$ cat src/rtl/i2c_byte_master_pkg.sv
// Shared types and constants for the single-byte I2C master.
// Optional clock stretching is enabled by defining I2C_STRETCH_EN.
package i2c_byte_master_pkg;

    localparam int unsigned DEF_CLK_DIV = 4;

    localparam logic I2C_WR = 1'b0;
    localparam logic I2C_RD = 1'b1;

    typedef enum logic [3:0] {
        StIdle    = 4'd0,
        StStart   = 4'd1,
        StAddr    = 4'd2,
        StAddrAck = 4'd3,
        StWdata   = 4'd4,
        StWack    = 4'd5,
        StRdata   = 4'd6,
        StMnack   = 4'd7,
        StStop    = 4'd8,
        StDone    = 4'd9
    } state_e;

    // Bus levels for a given state and quarter-phase: returns {scl, sda_oe}.
    // tx_bit is the data bit currently being driven (only used in ADDR/WDATA).
    function automatic logic [1:0] bus_drive(state_e st, logic [1:0] ph, logic tx_bit);
        logic scl;
        logic oe;
        scl = 1'b1;
        oe  = 1'b0;
        unique case (st)
            StStart: begin
                // SDA falls while SCL is high, then SCL falls
                scl = (ph != 2'd3);
                oe  = (ph != 2'd0);
            end
            StAddr, StWdata: begin
                scl = (ph == 2'd1) || (ph == 2'd2);
                oe  = ~tx_bit;
            end
            StAddrAck, StWack, StRdata, StMnack: begin
                scl = (ph == 2'd1) || (ph == 2'd2);
                oe  = 1'b0;
            end
            StStop: begin
                // SDA held low while SCL rises, then released with SCL high
                scl = (ph != 2'd0);
                oe  = (ph != 2'd3);
            end
            default: begin
                scl = 1'b1;
                oe  = 1'b0;
            end
        endcase
        return {scl, oe};
    endfunction

endpackage

$ cat src/rtl/i2c_tick_gen.sv
// Quarter-bit prescaler for the I2C master: counts 0..CLK_DIV-1 while enabled
// and emits a one-cycle tick on the last count. hold_i freezes the count.
module i2c_tick_gen #(
    parameter int unsigned CLK_DIV = 4
) (
    input  logic clk_i,
    input  logic rst_ni,
    input  logic en_i,
    input  logic clr_i,
    input  logic hold_i,
    output logic tick_o
);

    localparam int unsigned CntW = (CLK_DIV > 1) ? $clog2(CLK_DIV) : 1;
    localparam logic [CntW-1:0] CntMax = CntW'(CLK_DIV - 1);

    logic [CntW-1:0] cnt_q, cnt_d;
    logic            run;

    assign run    = en_i && !hold_i;
    assign tick_o = run && (cnt_q == CntMax);

    // Next count: synchronous clear wins, otherwise wrap at CntMax.
    always_comb begin
        cnt_d = cnt_q;
        if (clr_i) begin
            cnt_d = '0;
        end else if (run) begin
            cnt_d = (cnt_q == CntMax) ? '0 : cnt_q + 1'b1;
        end
    end

    // Count register.
    always_ff @(posedge clk_i or negedge rst_ni) begin
        if (!rst_ni) begin
            cnt_q <= '0;
        end else begin
            cnt_q <= cnt_d;
        end
    end

endmodule

$ cat src/rtl/i2c_byte_master.sv
// Single-byte I2C master: START, address+R/W, ACK, one data byte, ACK/NACK, STOP.
// Define I2C_STRETCH_EN to let a target stretch SCL during the high phase.
module i2c_byte_master
    import i2c_byte_master_pkg::*;
#(
    parameter int unsigned CLK_DIV = DEF_CLK_DIV,
    parameter int unsigned ADDR_W  = 7
) (
    input  logic              PCLK,
    input  logic              PRESETn,
    input  logic              req_valid,
    output logic              req_ready,
    input  logic [ADDR_W-1:0] req_addr,
    input  logic              req_rw,
    input  logic [7:0]        req_wdata,
    output logic              rsp_valid,
    output logic [7:0]        rsp_rdata,
    output logic              rsp_nack,
    output logic              sda_oe,
    input  logic              sda_i,
    output logic              scl_o,
    input  logic              scl_i
);

    state_e     state_q, state_d;
    logic [1:0] ph_q, ph_d;
    logic [2:0] bit_q, bit_d;
    logic [7:0] shift_q, shift_d;
    logic [7:0] wdata_q, wdata_d;
    logic       rw_q, rw_d;
    logic       nack_q, nack_d;
    logic       rsp_valid_q, rsp_valid_d;
    logic [7:0] rsp_rdata_q, rsp_rdata_d;
    logic       rsp_nack_q, rsp_nack_d;
    logic       scl_q, scl_d;
    logic       sda_oe_q, sda_oe_d;

    logic accept;
    logic busy;
    logic tick;
    logic hold;

    // Ready stays low through the response cycle.
    assign req_ready = (state_q == StIdle) && !rsp_valid_q;
    assign accept    = req_valid && req_ready;
    assign busy      = (state_q != StIdle);

`ifdef I2C_STRETCH_EN
    // Freeze the quarter-bit timer while SCL is released but held low by a target.
    assign hold = busy && (ph_q == 2'd1) && !scl_i;
`else
    logic unused_scl_i;
    assign unused_scl_i = scl_i;
    assign hold         = 1'b0;
`endif

    i2c_tick_gen #(
        .CLK_DIV (CLK_DIV)
    ) u_tick_gen (
        .clk_i  (PCLK),
        .rst_ni (PRESETn),
        .en_i   (busy),
        .clr_i  (accept),
        .hold_i (hold),
        .tick_o (tick)
    );

    // Next-state, datapath and registered bus levels.
    always_comb begin
        state_d     = state_q;
        ph_d        = ph_q;
        bit_d       = bit_q;
        shift_d     = shift_q;
        wdata_d     = wdata_q;
        rw_d        = rw_q;
        nack_d      = nack_q;
        rsp_valid_d = 1'b0;
        rsp_rdata_d = rsp_rdata_q;
        rsp_nack_d  = rsp_nack_q;

        unique case (state_q)
            StIdle: begin
                if (accept) begin
                    state_d = StStart;
                    ph_d    = 2'd0;
                    bit_d   = 3'd0;
                    shift_d = 8'({req_addr, req_rw});
                    wdata_d = req_wdata;
                    rw_d    = req_rw;
                    nack_d  = 1'b0;
                end
            end
            StDone: begin
                state_d     = StIdle;
                rsp_valid_d = 1'b1;
                rsp_nack_d  = nack_q;
                // Only a completed read returns data; everything else reports zero.
                rsp_rdata_d = (rw_q == I2C_RD && !nack_q) ? shift_q : 8'h00;
            end
            default: begin
                if (tick) begin
                    ph_d = ph_q + 2'd1;
                    if (ph_q == 2'd2) begin
                        // End of SCL-high phase: sample the line.
                        case (state_q)
                            StAddrAck, StWack: nack_d = nack_q | sda_i;
                            StRdata:           shift_d = {shift_q[6:0], sda_i};
                            default: ;
                        endcase
                    end
                    if (ph_q == 2'd3) begin
                        // End of bit slot.
                        case (state_q)
                            StStart: begin
                                state_d = StAddr;
                                bit_d   = 3'd0;
                            end
                            StAddr: begin
                                shift_d = {shift_q[6:0], 1'b0};
                                bit_d   = bit_q + 3'd1;
                                if (bit_q == 3'd7) state_d = StAddrAck;
                            end
                            StAddrAck: begin
                                bit_d = 3'd0;
                                if (nack_q) begin
                                    state_d = StStop;
                                end else if (rw_q == I2C_RD) begin
                                    state_d = StRdata;
                                end else begin
                                    state_d = StWdata;
                                    shift_d = wdata_q;
                                end
                            end
                            StWdata: begin
                                shift_d = {shift_q[6:0], 1'b0};
                                bit_d   = bit_q + 3'd1;
                                if (bit_q == 3'd7) state_d = StWack;
                            end
                            StWack:  state_d = StStop;
                            StRdata: begin
                                bit_d = bit_q + 3'd1;
                                if (bit_q == 3'd7) state_d = StMnack;
                            end
                            StMnack: state_d = StStop;
                            StStop:  state_d = StDone;
                            default: state_d = StIdle;
                        endcase
                    end
                end
            end
        endcase

        {scl_d, sda_oe_d} = bus_drive(state_d, ph_d, shift_d[7]);
    end

    // State and output registers; reset releases the bus immediately.
    always_ff @(posedge PCLK or negedge PRESETn) begin
        if (!PRESETn) begin
            state_q     <= StIdle;
            ph_q        <= 2'd0;
            bit_q       <= 3'd0;
            shift_q     <= 8'h00;
            wdata_q     <= 8'h00;
            rw_q        <= I2C_WR;
            nack_q      <= 1'b0;
            rsp_valid_q <= 1'b0;
            rsp_rdata_q <= 8'h00;
            rsp_nack_q  <= 1'b0;
            scl_q       <= 1'b1;
            sda_oe_q    <= 1'b0;
        end else begin
            state_q     <= state_d;
            ph_q        <= ph_d;
            bit_q       <= bit_d;
            shift_q     <= shift_d;
            wdata_q     <= wdata_d;
            rw_q        <= rw_d;
            nack_q      <= nack_d;
            rsp_valid_q <= rsp_valid_d;
            rsp_rdata_q <= rsp_rdata_d;
            rsp_nack_q  <= rsp_nack_d;
            scl_q       <= scl_d;
            sda_oe_q    <= sda_oe_d;
        end
    end

    assign rsp_valid = rsp_valid_q;
    assign rsp_rdata = rsp_rdata_q;
    assign rsp_nack  = rsp_nack_q;
    assign scl_o     = scl_q;
    assign sda_oe    = sda_oe_q;

endmodule

$ cat config.mk
export PLATFORM = sky130hd
export DESIGN_NAME = i2c_byte_master
export DESIGN_NICKNAME = d
export VERILOG_FILES = /design/src/rtl/i2c_byte_master_pkg.sv /design/src/rtl/i2c_tick_gen.sv /design/src/rtl/i2c_byte_master.sv
export SDC_FILE = /design/constraint.sdc
export NUM_CORES = 1
export LEC_CHECK = 0
export ABC_AREA = 1
export BUFFER_PORTS_ARGS = -buffer_cell sky130_fd_sc_hd__buf_2
export CAP_MARGIN = 20
export CORE_UTILIZATION = 58
export DETAILED_ROUTE_END_ITERATION = 8
export PLACE_DENSITY_LB_ADDON = 0.2
export SLEW_MARGIN = 0
export SYNTH_ARGS = -nofsm -noshare
export SYNTH_HDL_FRONTEND = slang
export SYNTH_SLANG_ARGS = --single-unit
$ cat constraint.sdc
create_clock -name PCLK -period 2.4 [get_ports PCLK]
set_input_delay 0.48 -clock PCLK [delete_from_list [all_inputs] [get_ports PCLK]]
set_output_delay 0.48 -clock PCLK [all_outputs]
set_load 0.02 [all_outputs]
# == Word-level counts from Yosys, hierarchy flattened ==
# Index checks and enable logic that the tools add are counted.
# op_classes
bitwise,3
n_reduce_logical,27
n_mux,39
eq_ne,25
n_addsub,3
# ops
cell,n
$mux W8,8
$eq A4 B3 Y1 const B,8
$pmux W8 S2,2
$mux W4,7
$pmux W4 S7,1
$eq A4 B2 Y1 const B,4
$eq A4 B4 Y1 const B,3
$mux W2,6
$pmux W3 S2,2
$reduce_bool A2 Y1,6
$reduce_and A5 Y1,2
$reduce_or A2 Y1,5
$mux W3,3
$eq A2 B2 Y1 const B,4
$eq A4 B1 Y1 const B,2
$pmux W4 S2,1
$pmux W1 S3,2
$reduce_or A6 Y1,1
$mux W1,5
$add A2 B1 Y2 const B,2
$logic_and A1 B1 Y1,4
$logic_not A4 Y1,1
$ne A2 B2 Y1 const B,2
$pmux W2 S2,1
other kinds (13),15
# totals
word_cells,111
out_inout_bits,13
regBits,41

# == Depth between registers and ports, before layout ==
# Gate-level depths: netlist of the first run.
# depth
word_depth,11
ltp_mapped,16
mapped_depth_nobuf,16

# == Modules after synthesis ==
# From an unflattened synthesis of the first run, not the netlist that was laid out.
# hier_totals
hier_cells,331
area_unflattened_um2,2503.7
# modules_own_cells
mod,n_inst,cells_per_inst,seq_area_each_um2,area_each_um2
i2c_byte_master,1,314,977.2,2381.0
i2c_tick_gen,1,17,50.0,122.6

# == Worst setup path before layout of the first run ==
# Ideal clock, no wire load.
# synth_path
path_kind,reg2reg
from,register state_q[2]
to,register scl_q (netlist: scl_o)
path_buffers,0
synth_period_minus_slack_ns,2.068
stages_incl_launch_ff,14
arrival_time_ns,1.991
t_required_ns,2.323
setup_ns,0.077
path_slack_ns,0.332
path_cell_list,dfrtp_1 nor2_4 nand2_4 nor2_4 nand2_2 clkinv_2 nor2_8 a221oi_2 inv_2 ha_1 nand2_1 nand2_1 nor2_1 nand2_1
# synth_between
elab_cells_between_ends,41
cone_classes,eq/ne: 20; mux: 12; reduce/logical: 9
# synth_lines
item,line_no,source
"start, declared",i2c_byte_master.sv:25,"state_e state_q, state_d;"
"start signal, assigned",i2c_byte_master.sv:159,state_q <= StIdle;
"start signal, assigned",i2c_byte_master.sv:172,state_q <= state_d;
$logic_not A4 Y1 *,i2c_byte_master.sv:44,assign req_ready = (state_q == StIdle) && !rsp_valid_q;
$logic_and A1 B1 Y1 *,i2c_byte_master.sv:44,
via req_ready,i2c_byte_master.sv:12,"output logic req_ready,"
$logic_and A1 B1 Y1 *,i2c_byte_master.sv:45,assign accept = req_valid && req_ready;
$mux W2 *,i2c_byte_master.sv:83,if (accept) begin
$pmux W2 S2 *,i2c_byte_master.sv:81,unique case (state_q)
via ph_d[1],i2c_byte_master.sv:26,"logic [1:0] ph_q, ph_d;"
$eq A2 B1 Y1 / $eq A2 B2 Y1 (equally long branches),"i2c_byte_master_pkg.sv:37, i2c_byte_master_pkg.sv:41",
$logic_or A1 B1 Y1,"i2c_byte_master_pkg.sv:37, i2c_byte_master_pkg.sv:41",
$pmux W1 S3 *,i2c_byte_master_pkg.sv:30,unique case (st)
via scl_d,i2c_byte_master.sv:35,"logic scl_q, scl_d;"
"end signal, assigned",i2c_byte_master.sv:182,scl_q <= scl_d;
"end, declared",i2c_byte_master.sv:35,
# Mark *: on every way through the listed nets, which the timed path passes. The rest lies on a longest branch.
# A chain may end at the register's enable or synchronous reset.

# == Worst setup path after layout of the first run ==
# layout_path
from,register state_q[2]
to,register scl_q (netlist: scl_o)
# layout_between
elab_cells_between_ends,41
cone_classes,eq/ne: 20; mux: 12; reduce/logical: 9
# layout_lines
item,line_no
$logic_not A4 Y1,"i2c_byte_master.sv:44, i2c_byte_master.sv:81"
$logic_and A1 B1 Y1,i2c_byte_master.sv:44
$logic_and A1 B1 Y1,i2c_byte_master.sv:45
$mux W2,i2c_byte_master.sv:83
$pmux W2 S2 *,i2c_byte_master.sv:81
via ph_d[1],i2c_byte_master.sv:26
$eq A2 B1 Y1 / $eq A2 B2 Y1 (equally long branches),"i2c_byte_master_pkg.sv:37, i2c_byte_master_pkg.sv:41"
$logic_or A1 B1 Y1,"i2c_byte_master_pkg.sv:37, i2c_byte_master_pkg.sv:41"
$pmux W1 S3 *,i2c_byte_master_pkg.sv:30
via scl_d,i2c_byte_master.sv:35
# Marks and branches as above.

==> flow_summary.ini, run 1 <==
[status]
status = complete, no violations

[sta]
setup_viol = 0
period_needed_ns = 2.16
fin_skew_ns = 0.00809
holdWs_ns = 0.0715
setup_ws_ns = 0.240
finalSetupTns_ns = 0
worstMarginPinSlew_ns = 0.429
slew_headroom = 0.713
post-route-period-util = 0.900
fmax_mhz = 463
drv_slew = 0
rsz0062_at_grt = false
hold_viol = 0

[drt]
num_vias = 2238
viasPerCell = 5.35
drt_wl_total_um = 5520
drtAntennaViolNets = 0
drt_first_pass_iters = 5
drc_errors = 0
post_drt_wl_per_cell_um = 13.2
drt_iter0_markers = 218

[clocking]
hold_buffers = 0
cts-htree-levels = 2
worstSkewPairLatency_ns = 0.30
cts_sinks = 41
clk_pin_slew_ns = 0.08
cts_resized = 0
cts_tree = built
cts_setup_buffers = 0
ctsLongestPathBuffers = 2
cts_root_buf = clkbuf_8
numCtsBuffers = 5

[yosys]
ys_types = 36
synth_enable_flop_cells = 0
ys_seq_area_frac = 0.400
synth_common_cells = nand2_1, dfrtp_1, nand3_1
synth_top_area_cell = dfrtp_1
synth_cells = 327
post-synth-top-count-cell = nand2_1
yosys_most_used_dff = dfrtp_1
synthesis.nets = 355
async_flop_share = 1.00
ys_ff_latch = 41
synth_top_area_frac = 0.390
synth_area_leaders = dfrtp_1, nand2_1, nand3_1, inv_1, ha_1
syn-cell-area_sq_mm = 0.00257
synth_warnings = 0
postSynthAreaPerCell_sq_um = 7.86

[cells_and_area]
finalNonFillerCells = 418
layout-drive-gt1-share = 0.253
num-nets-final = 395
areaGrowthSynthToFinish_pct = 13.7
n_antenna_cell = 0
fillers = 343

[pwr]
power_leakage_nw = 1.59
pwr_density_cell_mw_per_mm2 = 425
irDropWorstVdd_uv = 242
finalPower_mw = 1.24

[critical_path]
r2r_slack_ns = 0.24
timing.rr.end = scl_o$_DFF_PN1_
cpMostUsedCell = nand2_1
crit_path_start = state_q[2]$_DFF_PN0_
worstPathMaxFanout = 9
r2r_start = state_q[2]$_DFF_PN0_
cp-end-kind = register
arrival_ns = 2.39
worst_ep_required_time_ns = 2.63
slowest_delay_ns = 0.48
crit_end = scl_o$_DFF_PN1_
rr_worst_depth = 11
start_kind = register
path_class = register to register
worstPathCellList = nor2_4, nand2_4, nand2_4, nor2_2, a221oi_2, inv_2, ha_1, nand2_1, nand2_1, nor2_1, nand2_1
cpMaxStageDelayCell = dfrtp_1

[floorplanning]
die_y_um = 68.6
die_w_um = 68.6
core_area_sq_mm = 0.00412
num_rows = 23
initial_utilization = 0.624
ios = 34
die_area_sq_mm = 0.00470

[global_route]
grt_usage = 0.264
grt_overflow = 0
grt_first_pass_wirelength_um = 9020
first_global_vias = 1936
grt_max_degree = 29
antenna_found_initial = 0

[flow_run]
maxCapViolCount = 0

[place]
routabilityCongestion = 0.911
portBuffers = 32
place_inst = 410
dpl_worst_slack_ns = 0.236
dp_hpwl_um = 4030

[min_path]
holdCritPathClass = input port to asynchronous set/reset pin
## per-stage QoR
step	util	area, sq um
global route	0.710	2920
global placement	0.684	2820
CTS	0.710	2920
detailed placement	0.684	2820
finish	0.710	2920
floorplan	-	2570
## registers in the layout (all words and copies together) (netlist names), 2 cells and up
register          flops
ph_q                  2
shift_q               8
bit_q                 3
wdata_q               8
rsp_rdata             8
state_q               4
u_tick_gen.cnt_q      2
## worst max-delay path: cells and delay by family (launching register included)
family	cells	cell delay (ns)
compound gates	1	0.35
fa+ha+maj	1	0.27
buf+inv	1	0.07
flops	1	0.48
simple gates	8	0.92
## placed cells by master, fill, tap and decap left out, drive strengths merged
cell type / count
dfstp: 1
o22ai: 3
nor3: 2
o31ai: 4
nand4: 6
a221oi: 1
a211oi: 1
buf: 39
clkinv: 2
inv: 41
nand3b: 2
a21oi: 4
mux2i: 2
nand3: 36
o2111ai: 1
ha: 7
o21ai: 20
nor2: 24
o21a: 1
nand2: 121
a32o: 3
clkbuf: 7
dfrtp: 40
## logic make-up (layout without fill, tap and decap cells)
| family | Yosys count | in the layout | synth area share |
|---|---|---|---|
| DFF | 41 | 41 | 0.400 |
| and+or+nand+nor | 191 | 191 | 0.381 |
| buffers and inverters | 48 | 89 | 0.0760 |
| muxes | 2 | 2 | 0.00779 |
| AOI/OAI and AO/OA | 38 | 38 | 0.101 |
| adders and majority gates | 7 | 7 | 0.0341 |
## worst min path at each step
stage	start	end	slack, ns	cells past startpoint
after detailed placement	PRESETn	bit_q[2]$_DFFE_PN0P_	0.39	1
final	PRESETn	bit_q[2]$_DFFE_PN0P_	0.07	1
after floorplan	PRESETn	bit_q[0]$_DFFE_PN0P_	0.18	0
after global routing	PRESETn	sda_oe$_DFF_PN0_	0.09	1
after CTS	PRESETn	state_q[3]$_DFF_PN0_	0.07	1
after global placement	PRESETn	bit_q[2]$_DFFE_PN0P_	0.39	1
## layer usage
layer,vias up,GRT usage,share of wire
met1,998,0.370,0.48
met2,86,0.398,0.44
met5,-,0,0
li1,1145,-,-
met4,0,0.0964,0.016
met3,9,0.0543,0.061
## where the power goes
group	internal, mW	leakage, nW	total [mW]	switching (mW)
logic	0.0117	1.02	0.0296	0.0179
clock network	0.266	0.0549	0.520	0.254
registers	0.690	0.513	0.690	0
total	0.968	1.59	1.24	0.272
## layout make-up
cell class              instances  area, sq um  share of cell area
multi-input cells             238         1350               0.461
flip-flops and latches         41         1030               0.352
repair buffers                 39          213              0.0728
inverters                      42          166              0.0570
clock buffers                   7         96.3              0.0330
well taps                      50         62.6              0.0214
clock inverters                 1         8.76             0.00300
No activity file was read; power rests on OpenSTA's default activity.
==> run 2, diff against run 1 <==
CORE_UTILIZATION = 60   (was 58)
clock period = 2.5 ns   (was 2.4 ns; I/O delays follow)
==> run 2 against run 1 <==
Net effect:
- critical path depth increased by 1
- first-iteration DRC count down 15%
- sequential cell count unchanged
- hold slack better by 0.26 ns
- maximum frequency down 0.84%
- critical endpoint unchanged
- largest cell class unchanged
- highest routed layer unchanged
==> flow_summary.ini, run 2 (synthesis results as in run 1) <==
[status]
status = complete, no violations

[critical_path]
worst_ep_required_time_ns = 2.73
rr_worst_depth = 12
path_class = register to register
cpMaxStageDelayCell = dfrtp_1
worstPathMaxFanout = 9
slowest_delay_ns = 0.49
cpMostUsedCell = nand2_1
start_kind = register
arrival_ns = 2.41
cp-end-kind = register
worstPathCellList = inv_2, nand2_1, nor3_4, buf_4, nor2_2, a221oi_2, inv_2, ha_1, nand2_1, nand2_1, nor2_1, nand2_1

[global_route]
grt_first_pass_wirelength_um = 9480
grt_max_degree = 42
grt_usage = 0.280
first_global_vias = 2032
grt_overflow = 0
antenna_found_initial = 0

[cells_and_area]
final_common_cell = nand2_1
final_area_sq_mm = 0.00293
areaGrowthSynthToFinish_pct = 14.0
multi_input_area_sq_mm = 0.00135
num-nets-final = 394
n_antenna_cell = 0
final_cell_mix = nand2_1, dfrtp_1, nand3_1
regArea_sq_mm = 0.00103
layout-drive-gt1-share = 0.251
fillers = 315

[drt]
post_drt_wl_per_cell_um = 13.3
viasPerCell = 5.50
drt_wl_total_um = 5540
drt_iter0_markers = 186
drt_first_pass_iters = 5
drtAntennaViolNets = 0
drc_errors = 0
num_vias = 2292

[floorplanning]
die_y_um = 67.4
die_w_um = 67.4
num_rows = 23
initial_utilization = 0.633
core_area_sq_mm = 0.00406
ios = 34
die_area_sq_mm = 0.00455

[sta]
rsz0062_at_grt = false
drv_slew = 0
slew_headroom = 0.392
post-route-period-util = 0.871
period_needed_ns = 2.18
hold_viol = 0
worstMarginPinSlew_ns = 0.912
finalSetupTns_ns = 0
setup_viol = 0
fmax_mhz = 459
fin_skew_ns = 0.00718

[clocking]
cts_resized = 0
worstSkewPairLatency_ns = 0.30
cts_sinks = 41
ctsLongestPathBuffers = 2
cts_root_buf = clkbuf_8
cts-htree-levels = 2
cts_tree = built
numCtsBuffers = 5
cts_setup_buffers = 0
clk_pin_slew_ns = 0.08
hold_buffers = 0

[place]
routabilityCongestion = 0.920
post_dp_cell_area_sq_mm = 0.00281
portBuffers = 32
dp_hpwl_um = 4110

[pwr]
intPower_mw = 0.998
power_leakage_nw = 1.58
power_switching_mw = 0.258
p_sw_frac = 0.206
seqPwrFrac = 0.528
p_comb_frac = 0.022
irDropWorstVdd_uv = 307
clkPwrFrac = 0.451
pwr_density_cell_mw_per_mm2 = 429

[min_path]
holdCritPathClass = input port to asynchronous set/reset pin

[flow_run]
maxCapViolCount = 0
==> run 2: power by group through the flow <==
stage | Clock (mW) | Sequential, mW | Combinational (mW)
2_1_floorplan | 0 | 0.676 | 0.00000932
3_3_place_gp | 0 | 0.676 | 0.0277
3_5_place_dp | 0 | 0.676 | 0.0281
4_1_cts | 0.570 | 0.663 | 0.0282
5_1_grt | 0.597 | 0.663 | 0.0315
6_report | 0.566 | 0.663 | 0.0274
==> run 2: cell type report <==
| class | count | area share |
|---|---|---|
| inverter | 42 | 0.0568 |
| timing repair buffer | 38 | 0.0701 |
| tap | 50 | 0.0214 |
| multi-input combinational | 238 | 0.460 |
| clock buffer | 6 | 0.0282 |
| sequential | 41 | 0.351 |
| clock inverter | 2 | 0.0128 |
==> run 2: per-stage QoR <==
stage | util | std cells | hold WS [ns] | setup slack, ns | total power, mW
after floorplan | - | 327 | 0.204 | 0.432 | 0.676
after global placement | 0.692 | 409 | 0.459 | 0.364 | 0.703
after detailed placement | 0.692 | 409 | 0.463 | 0.329 | 0.704
after CTS | 0.722 | 417 | 0.361 | 0.313 | 1.26
after global routing | 0.722 | 417 | 0.394 | 0.138 | 1.29
final | 0.722 | 417 | 0.330 | 0.322 | 1.26
==> run 2: routing by layer <==
| metal | routed length, um | global-route usage |
|---|---|---|
| met5 | 0 | 0 |
| met4 | 122 | 0.122 |
| met3 | 366 | 0.0473 |
| met2 | 2510 | 0.418 |
| met1 | 2540 | 0.396 |
==> run 2: critical path, delay by kind of cell (launching register included) <==
kind                       cells  cell delay (ns)
adders and majority gates      1             0.27
buffers and inverters          3             0.36
AOI/OAI and AO/OA              1             0.36
and+or+nand+nor                7             0.65
DFF                            1             0.49
==> run 2: final timing paths <==
kind	slack, ns	endpoint	start
max in group asynchronous	1.61	nack_q$_DFFE_PN0P_	PRESETn
min in group PCLK	0.38	wdata_q[3]$_DFFE_PN0P_	req_wdata[3]
max reg2reg	0.32	scl_o$_DFF_PN1_	state_q[2]$_DFF_PN0_
max	0.32	scl_o$_DFF_PN1_	state_q[2]$_DFF_PN0_
min	0.33	shift_q[3]$_DFFE_PN0P_	PRESETn
min reg2reg	0.48	rsp_rdata[1]$_DFFE_PN0P_	rsp_rdata[1]$_DFFE_PN0P_
==> run 3, diff against run 2 <==
CORE_MARGIN = 2   (was not set)
SKIP_CTS_REPAIR_TIMING = 1   (was not set)
==> run 3 against run 2 <==
Net effect:
- register-to-register slack about the same
- final cell count down 0.24%
- total power down 9.4%
- sequential share of layout area up 0.36 points
- utilization down 0.74 points
- die area up 6.0%
- sequential cell count unchanged
- first-iteration DRC count up 1.6%
- global-route usage down 2.2 points
- setup slack better by 0.0082 ns
- critical path type unchanged
- largest power group unchanged
==> flow_summary.ini, run 3 (synthesis results as in run 1) <==
[sta]
rsz0062_at_grt = false
fin_skew_ns = 0.0104
fmax_mhz = 461
worstMarginPinSlew_ns = 0.901
period_needed_ns = 2.17
holdWs_ns = 0.324
setup_viol = 0
slew_headroom = 0.399
post-route-period-util = 0.868
drv_slew = 0
finalSetupTns_ns = 0
hold_viol = 0

[floorplanning]
die_area_sq_mm = 0.00482
die_y_um = 69.4
num_rows = 23
initial_utilization = 0.633
ios = 34
core_area_sq_mm = 0.00406
die_w_um = 69.4

[critical_path]
timing.rr.end = scl_o$_DFF_PN1_
worst_ep_required_time_ns = 2.74
worstPathMaxFanout = 6
start_kind = register
r2r_start = state_q[2]$_DFF_PN0_
arrival_ns = 2.41
path_class = register to register
rr_worst_depth = 14
r2r_slack_ns = 0.33
cp-end-kind = register

[place]
portBuffers = 32
routabilityCongestion = 0.891
dp_hpwl_um = 4130

[pwr]
power_leakage_nw = 1.57
pwr_density_cell_mw_per_mm2 = 393
irDropWorstVdd_uv = 317
finalPower_mw = 1.14

[cells_and_area]
final_cell_mix = nand2_1, dfrtp_1, nand3_1
n_antenna_cell = 0
areaGrowthSynthToFinish_pct = 12.8
num-nets-final = 394
final_common_cell = nand2_1
layout-drive-gt1-share = 0.249
post-route-util = 0.714

[clocking]
worstSkewPairLatency_ns = 0.30
clk_pin_slew_ns = 0.08
cts_tree = built
cts_root_buf = clkbuf_8
ctsLongestPathBuffers = 2
numCtsBuffers = 5
cts_sinks = 41
cts-htree-levels = 2

[flow_run]
maxCapViolCount = 0

[global_route]
antenna_found_initial = 0
grt_max_degree = 42
grt_overflow = 0
grt_usage = 0.258
grt_first_pass_wirelength_um = 10000
first_global_vias = 2203

[min_path]
holdCritPathClass = input port to asynchronous set/reset pin

[drt]
drt_first_pass_iters = 4
drt_wl_total_um = 5420
viasPerCell = 5.37
drtAntennaViolNets = 0
post_drt_wl_per_cell_um = 13.0
drc_errors = 0
drt_iter0_markers = 189
num_vias = 2233

[status]
status = complete, no violations
run 3: cell count changes in the layout (fill, tap and decap cells not counted):
cell | before | now
bufinv_16 | 1 | 0
run 3: worst max-delay path, stage by stage, from the launching register on:
cell	delay, ns
dfrtp_1	0.48
nor2_4	0.28
nand2_4	0.15
nor2_4	0.12
nand2_2	0.06
clkinv_2	0.09
nor2_8	0.05
nor2_4	0.13
o21a_1	0.16
inv_1	0.06
ha_1	0.29
nand2_1	0.07
nand2_1	0.05
nor2_1	0.08
nand2_1	0.06
run 3: cell type report:
| class | count | area [sq um] |
|---|---|---|
| well taps | 50 | 62.6 |
| fillers | 345 | 1160 |
| inverters | 42 | 166 |
| repair buffers | 38 | 205 |
| multi-input cells | 238 | 1350 |
| flip-flops and latches | 41 | 1030 |
| clock buffers | 6 | 82.6 |
| clock inverters | 1 | 7.51 |
run 3: layer usage:
metal	wire [um]	GRT usage	vias to the layer above
met1	2560	0.362	1020
met3	308	0.0538	6
met4	76	0.0915	0
met5	0	0	-
li1	-	-	1141
met2	2480	0.395	66
run 3: where the power goes:
group	switching, mW	total (mW)	internal (mW)
sequential	0	0.663	0.663
clock	0.230	0.449	0.218
combinational	0.0166	0.0269	0.0102
total	0.247	1.14	0.891
run 3: worst max-delay path by stage:
stage	start	cells past startpoint	slack, ns	endpoint
finish	state_q[2]$_DFF_PN0_	14	0.33	scl_o$_DFF_PN1_
global route	state_q[2]$_DFF_PN0_	13	0.16	sda_oe$_DFF_PN0_
CTS	state_q[2]$_DFF_PN0_	14	0.31	scl_o$_DFF_PN1_
detailed placement	state_q[2]$_DFF_PN0_	14	0.31	scl_o$_DFF_PN1_
global placement	state_q[2]$_DFF_PN0_	11	0.36	scl_o$_DFF_PN1_
floorplan	state_q[2]$_DFF_PN0_	13	0.43	scl_o$_DFF_PN1_
run 3: stage by stage:
stage          worst slack, ns  cell area, sq um  std cells
2_1_floorplan            0.432              2570        327
3_3_place_gp             0.364              2810        409
3_5_place_dp             0.306              2810        409
4_1_cts                  0.307              2900        416
5_1_grt                  0.158              2900        416
6_report                 0.330              2900        416
